[config.mk]
export PLATFORM = sky130hd
export DESIGN_NAME = multicycle_control_unit
export DESIGN_NICKNAME = d
export VERILOG_FILES = /design/src/rtl/mcu_pkg.sv /design/src/rtl/alu_decoder.sv /design/src/rtl/multicycle_control_unit.sv
export SDC_FILE = /design/constraint.sdc
export NUM_CORES = 1
export LEC_CHECK = 0
export CORE_ASPECT_RATIO = 0.7
export CORE_MARGIN = 8
export CORE_UTILIZATION = 40
export DETAILED_ROUTE_END_ITERATION = 10
export GPL_ROUTABILITY_DRIVEN = 0
export HOLD_SLACK_MARGIN = 0.1
export PLACE_DENSITY = 0.82
export SLEW_MARGIN = 20
export SYNTH_ARGS = -nofsm -noshare
export SYNTH_HDL_FRONTEND = slang
export SYNTH_SLANG_ARGS = --single-unit
[constraint.sdc]
create_clock -name clk -period 2.6 [get_ports clk]
set_input_delay 0.65 -clock clk [delete_from_list [all_inputs] [get_ports clk]]
set_output_delay 0.65 -clock clk [all_outputs]
set_load 0.05 [all_outputs]
[src/rtl/mcu_pkg.sv]
// rtl/mcu_pkg.sv - shared encodings for the multicycle control unit
package mcu_pkg;

  typedef enum logic [3:0] {
    S_IDLE    = 4'd0,
    S_FETCH   = 4'd1,
    S_DECODE  = 4'd2,
    S_MEMADR  = 4'd3,
    S_MEMRD   = 4'd4,
    S_MEMWB   = 4'd5,
    S_MEMWR   = 4'd6,
    S_EXEC    = 4'd7,
    S_ALUWB   = 4'd8,
    S_BRANCH  = 4'd9,
    S_IMMEXEC = 4'd10,
    S_IMMWB   = 4'd11,
    S_JUMP    = 4'd12
  } state_t;

  localparam logic [5:0] OP_RTYPE = 6'h00;
  localparam logic [5:0] OP_J     = 6'h02;
  localparam logic [5:0] OP_BEQ   = 6'h04;
  localparam logic [5:0] OP_ADDI  = 6'h08;
  localparam logic [5:0] OP_ANDI  = 6'h0C;
  localparam logic [5:0] OP_ORI   = 6'h0D;
  localparam logic [5:0] OP_LW    = 6'h23;
  localparam logic [5:0] OP_SW    = 6'h2B;

  localparam logic [5:0] FN_ADD = 6'h20;
  localparam logic [5:0] FN_SUB = 6'h22;
  localparam logic [5:0] FN_AND = 6'h24;
  localparam logic [5:0] FN_OR  = 6'h25;
  localparam logic [5:0] FN_SLT = 6'h2A;

  localparam logic [2:0] ALU_AND = 3'b000;
  localparam logic [2:0] ALU_OR  = 3'b001;
  localparam logic [2:0] ALU_ADD = 3'b010;
  localparam logic [2:0] ALU_SUB = 3'b110;
  localparam logic [2:0] ALU_SLT = 3'b111;

  localparam logic [1:0] SRCB_B       = 2'b00;
  localparam logic [1:0] SRCB_FOUR    = 2'b01;
  localparam logic [1:0] SRCB_IMM     = 2'b10;
  localparam logic [1:0] SRCB_IMM_SH2 = 2'b11;

  localparam logic [1:0] PCSRC_ALU    = 2'b00;
  localparam logic [1:0] PCSRC_ALUOUT = 2'b01;
  localparam logic [1:0] PCSRC_JUMP   = 2'b10;

endpackage

[src/rtl/alu_decoder.sv]
// rtl/alu_decoder.sv - R-type funct to ALU operation code with legality flag
module alu_decoder
  import mcu_pkg::*;
(
  input  logic [5:0] funct,
  output logic [2:0] alu_code,
  output logic       legal
);

  always_comb begin
    alu_code = ALU_ADD;
    legal    = 1'b1;
    case (funct)
      FN_ADD:  alu_code = ALU_ADD;
      FN_SUB:  alu_code = ALU_SUB;
      FN_AND:  alu_code = ALU_AND;
      FN_OR:   alu_code = ALU_OR;
      FN_SLT:  alu_code = ALU_SLT;
      default: legal    = 1'b0;
    endcase
  end

endmodule

[src/rtl/multicycle_control_unit.sv]
// rtl/multicycle_control_unit.sv - Moore FSM sequencing a multicycle MIPS-style datapath
module multicycle_control_unit
  import mcu_pkg::*;
#(
  parameter int ALU_OP_W = 3,
  parameter int CNT_W    = 32,
  parameter bit EN_EXT   = 1'b1
) (
  input  logic                clk,
  input  logic                rst_n,
  input  logic [5:0]          opcode,
  input  logic [5:0]          funct,
  input  logic                zero,
  input  logic                mem_ready,
  output logic                pc_write,
  output logic                pc_write_cond,
  output logic                ir_write,
  output logic                iord,
  output logic                mem_read,
  output logic                mem_write,
  output logic                reg_dst,
  output logic                reg_write,
  output logic                mem_to_reg,
  output logic                alu_src_a,
  output logic [1:0]          alu_src_b,
  output logic [ALU_OP_W-1:0] alu_op,
  output logic [1:0]          pc_src,
  output logic                imm_extend,
  output logic                illegal_instr,
  output logic [3:0]          state_o,
  output logic [CNT_W-1:0]    instr_count
);

  state_t     state;
  state_t     state_next;
  logic       rst_done;
  logic       retire;
  logic [2:0] alu_code;
  logic [2:0] fn_alu_code;
  logic       fn_legal;
  logic       unused_zero;

  // Branch gating happens in the datapath, so the zero flag is not consumed here.
  assign unused_zero = zero;
  assign state_o     = state;
  assign alu_op      = ALU_OP_W'(alu_code);

  alu_decoder u_alu_decoder (
    .funct    (funct),
    .alu_code (fn_alu_code),
    .legal    (fn_legal)
  );

  // rst_done holds IDLE for one full cycle after release so the first FETCH lands on the second edge.
  always_ff @(posedge clk or negedge rst_n) begin
    if (!rst_n) begin
      state       <= S_IDLE;
      rst_done    <= 1'b0;
      instr_count <= '0;
    end else begin
      state    <= state_next;
      rst_done <= 1'b1;
      if (retire) begin
        instr_count <= instr_count + CNT_W'(1);
      end
    end
  end

  always_comb begin
    state_next    = state;
    retire        = 1'b0;
    pc_write      = 1'b0;
    pc_write_cond = 1'b0;
    ir_write      = 1'b0;
    iord          = 1'b0;
    mem_read      = 1'b0;
    mem_write     = 1'b0;
    reg_dst       = 1'b0;
    reg_write     = 1'b0;
    mem_to_reg    = 1'b0;
    alu_src_a     = 1'b0;
    alu_src_b     = SRCB_B;
    alu_code      = ALU_AND;
    pc_src        = PCSRC_ALU;
    imm_extend    = 1'b0;
    illegal_instr = 1'b0;

    case (state)
      S_IDLE: begin
        if (rst_done) state_next = S_FETCH;
      end
      S_FETCH: begin
        mem_read  = 1'b1;
        alu_src_b = SRCB_FOUR;
        alu_code  = ALU_ADD;
        pc_src    = PCSRC_ALU;
        ir_write  = mem_ready;
        pc_write  = mem_ready;
        if (mem_ready) state_next = S_DECODE;
      end
      S_DECODE: begin
        alu_src_b  = SRCB_IMM_SH2;
        alu_code   = ALU_ADD;
        state_next = S_FETCH;
        case (opcode)
          OP_LW, OP_SW:     state_next = S_MEMADR;
          OP_RTYPE:         if (fn_legal) state_next = S_EXEC;
          OP_BEQ:           state_next = S_BRANCH;
          OP_ANDI, OP_ORI:  state_next = S_IMMEXEC;
          OP_ADDI:          if (EN_EXT) state_next = S_IMMEXEC;
          OP_J:             if (EN_EXT) state_next = S_JUMP;
          default:          state_next = S_FETCH;
        endcase
        // Anything that falls back to FETCH from DECODE was not recognised.
        illegal_instr = (state_next == S_FETCH);
      end
      S_MEMADR: begin
        alu_src_a  = 1'b1;
        alu_src_b  = SRCB_IMM;
        alu_code   = ALU_ADD;
        state_next = (opcode == OP_SW) ? S_MEMWR : S_MEMRD;
      end
      S_MEMRD: begin
        iord     = 1'b1;
        mem_read = 1'b1;
        if (mem_ready) state_next = S_MEMWB;
      end
      S_MEMWB: begin
        mem_to_reg = 1'b1;
        reg_write  = 1'b1;
        retire     = 1'b1;
        state_next = S_FETCH;
      end
      S_MEMWR: begin
        iord      = 1'b1;
        mem_write = 1'b1;
        if (mem_ready) begin
          retire     = 1'b1;
          state_next = S_FETCH;
        end
      end
      S_EXEC: begin
        alu_src_a  = 1'b1;
        alu_src_b  = SRCB_B;
        alu_code   = fn_alu_code;
        state_next = S_ALUWB;
      end
      S_ALUWB: begin
        reg_dst    = 1'b1;
        reg_write  = 1'b1;
        retire     = 1'b1;
        state_next = S_FETCH;
      end
      S_BRANCH: begin
        alu_src_a     = 1'b1;
        alu_src_b     = SRCB_B;
        alu_code      = ALU_SUB;
        pc_write_cond = 1'b1;
        pc_src        = PCSRC_ALUOUT;
        retire        = 1'b1;
        state_next    = S_FETCH;
      end
      S_IMMEXEC: begin
        alu_src_a  = 1'b1;
        alu_src_b  = SRCB_IMM;
        state_next = S_IMMWB;
        case (opcode)
          OP_ANDI: begin alu_code = ALU_AND; imm_extend = 1'b1; end
          OP_ORI:  begin alu_code = ALU_OR;  imm_extend = 1'b1; end
          default: begin alu_code = ALU_ADD; imm_extend = 1'b0; end
        endcase
      end
      S_IMMWB: begin
        reg_write  = 1'b1;
        retire     = 1'b1;
        state_next = S_FETCH;
      end
      S_JUMP: begin
        pc_src     = PCSRC_JUMP;
        pc_write   = 1'b1;
        retire     = 1'b1;
        state_next = S_FETCH;
      end
      default: state_next = S_IDLE;
    endcase
  end

endmodule
==> metrics.md <==
| Metric | Value |
|---|---|
| Outcome | `completed` |
| Total Wirelength | `roughly 7300 um` |
| Tmin final | `about 2.6 ns` |
| Endpoint class of the critical path | `primary output` |
| Fin. Hold Viols | `0` |
| Site Rows | `22` |
| Part of the cycle the worst path needs | `98.4%` |
| DRC | `0` |
| Total negative setup slack | `0 ns` |
| Drt wl/cell | `around 17 um` |
| Sequential area share after synthesis | `41.4%` |
| Area leader, netlist | `dfrtp_1` |
| Largest net degree at the start of global routing | `38` |
| Post-synth top area share | `approximately two fifths` |
| Worst Hold Class | `input pin to async pin` |
| Layout cells sized above 1 | `34.0%` |
| Clk sink count | `37` |
| FILL cells | `367` |
| Crit path launch type | `input pin` |
| Clock Tree Root | `clkbuf_8` |
| CP Cell Sequence | `dlygate4sd2_1, nand2b_4, or3_4, o41ai_4, buf_12` |
| #FFs+latches synth | `37` |
| CP Launch Point | `funct[5]` |
| Syn avg cell area | `between 9 and 10 um2` |
| DP HPWL | `about 5400 um` |
| Slowest cell on crit path | `or3_4` |
| Post-synthesis instance total | `approximately 240` |
| Synth Flop Type | `dfrtp_1` |
| Crit path largest cell delay | `between 0.3 and 0.4 ns` |
| Via density | `5.38` |
| Worst ir drop on vdd | `0.615 mV` |
| Initial Utilization | `a little over two fifths` |
| Pre-CTS setup slack | `-0.463 ns` |
| Total Die Area | `~0.0083 mm2` |
| Inserted Clock Buffers | `5` |
| Synth async-reset ratio | `between 90% and 100%` |
| Max Clk Rate | `~400 MHz` |
| Max-cap violations | `0` |
| Slew @ Worst Pin | `between 0.7 and 0.8 ns` |
| Clock network latency to the later pin of the worst-skew pair | `around 0.28 ns` |
| Die Ht | `78.5 um` |
| Worst setup path class | `input pin to primary output` |
| Synth top area cells | `dfrtp_1 41%, xnor2_1 7.8%, xor2_1 4.7%` |
| GRT Resource Usage Total | `between 10% and 20%` |
| Worst-path clk slew | `0.07 ns` |
| Required time of the critical path | `1.95 ns` |
| Area of the core | `roughly 0.0053 mm2` |
| Synthesized area | `~0.0022 mm2` |
| CTS tree | `built` |
| First-pass GRT wire length | `~12,000 um` |
| Antenna Cells | `0` |
| Slew headroom | `a little under half` |
| Critical path fanouts, max | `2` |
| Crit Reg-Reg Startpoint | `instr_count[3]$_DFFE_PN0P_` |
| Vias in the first global route | `2,218` |
| H-tree depth | `2` |
| Vias | `about 2,300` |
| Routed Antenna Nets | `0` |
| Final setup vio count | `0` |
| P_leak | `between 1.5 and 2 nW` |
| Initial DRT Pass Iterations | `5` |
| Pwr/cell area | `847 mW/mm2` |
| Reg2Reg Setup Slack | `0.39 ns` |
| Antenna violations before repair | `0` |
| Clock Skews | `0.00241 ns` |
| Worst-case clock buffer depth | `2` |
| DRT iter0 DRCs | `123` |
| Layout area overhead | `65.5%` |
| Unique masters post-synth | `just under 50` |
| Num ports | `a little over 70` |
| EDFF count, synth | `0` |
| Synth Net Count | `258` |
| Worst setup margin | `between 0.04 and 0.05 ns` |
| NumNets Final | `366` |
| Synth Warn # | `0` |
| Arr. time, crit path | `~1.9 ns` |
| GRT overflow | `0` |
| Pins Over Slew Limit | `0` |
| DIE WIDTH | `105 um` |
| Port bufs | `between 60 and 70` |
critical path, delay by kind of cell:
kind            cells  cell delay, ns
buf+inv             2            0.44
compound gates      1            0.36
simple gates        2            0.45
sequential cells by signal (all words and copies together), names as in the netlist:
| name | cells |
|---|---|
| rst_done | 1 |
| state_o | 4 |
| instr_count | 32 |
path summary, 6_finish.rpt:
| kind | to | cells past startpoint |
|---|---|---|
| max in group asynchronous | state_o[0]$_DFFE_PN0P_ | 1 |
| worst max-delay path | alu_op[2] | 5 |
| worst min register to register | instr_count[31]$_DFFE_PN0P_ | 1 |
| worst min-delay path | instr_count[27]$_DFFE_PN0P_ | 1 |
| min in group clk | instr_count[31]$_DFFE_PN0P_ | 1 |
| worst max register to register | instr_count[25]$_DFFE_PN0P_ | 5 |
through the flow:
| step | cell area [um2] | util [%] | instances | hold slack (ns) | total power [mW] |
|---|---|---|---|---|---|
| 6_report | 3700 | 69.6 | 422 | 0.447 | 3.13 |
| 5_1_grt | 3700 | 69.6 | 422 | 0.486 | 3.26 |
| 4_1_cts | 3630 | 68.3 | 414 | 0.475 | 3.05 |
| 3_5_place_dp | 3460 | 65.1 | 404 | 0.462 | 2.60 |
| 3_3_place_gp | 3460 | 65.1 | 404 | 0.460 | 2.58 |
| 2_1_floorplan | 2380 | - | 241 | 0.354 | 1.89 |
synth_stat cells (4+ instances only):
| library cell | count |
|---|---|
| nor2b_1 | 4 |
| o21ai_0 | 6 |
| a21oi_1 | 9 |
| nor3_1 | 12 |
| xor2_1 | 12 |
| nor2_1 | 20 |
| dfrtp_1 | 37 |
| clkbuf_1 | 7 |
| inv_1 | 6 |
| nand2b_1 | 5 |
| xnor2_1 | 20 |
| nand3_1 | 12 |
| nand2_1 | 24 |
| nand4_1 | 8 |
| or3_1 | 5 |
cells by family after synthesis:
kind of cell | synth area share, %
AOI/OAI and AO/OA | 13.6
xor gates and xnor gates | 12.5
adders and majority gates | 0.560
buffers and inverters | 2.69
DFF | 41.4
muxes | 1.46
other | 0.168
and+or+nand+nor | 27.5
timing repair:
item                                    4_1_cts  5_1_grt
endpoints found under the setup margin        5        4
gates resized for setup                      32       21
pin swaps                                    10        8
buffers inserted                              3        8
hold buffers                                  0        0
cell usage in the layout, fill, tap and decap left out, types with 4 or more instances in the layout:
cell             Yosys  routed
nand3_1             12      12
inv_1                6       5
buf_6                0       4
xnor2_1             20      20
dfrtp_1             37      33
a21oi_1              9       8
o21ai_0              6       4
buf_4                1      42
clkbuf_8             0       7
xor2_1              12      12
nor2_1              20      20
nand4_1              8       8
clkbuf_2             0       6
buf_12               0      14
dfrtp_2              0       4
nand2_1             24      23
clkdlybuf4s50_1      0      37
nor3_1              12       7
nor3_2               0       4
report_power, final:
part | switching (mW) | total [mW] | leakage, nW | internal (mW)
clock network | 0.197 | 0.437 | 0.0542 | 0.240
registers | 0.137 | 0.779 | 0.487 | 0.642
logic | 1.15 | 1.92 | 1.04 | 0.763
metal layers:
layer	track usage (%)	routed length (um)	up-vias
met5	0	0	-
met4	3.83	79	0
met3	4.24	478	10
met2	28.0	3570	82
met1	22.4	3190	1098
li1	-	-	1079
layout make-up:
cell class	instances	area (um2)	share of cell area, %
clock inverters	1	5.00	0.135
clock buffers	7	96.3	2.60
flip-flops and latches	37	931	25.2
multi-input cells	189	1450	39.2
inverters	6	26.3	0.710
repair buffers	110	1100	29.7
well taps	72	90.1	2.44
Power figures use the tool's default switching activity.
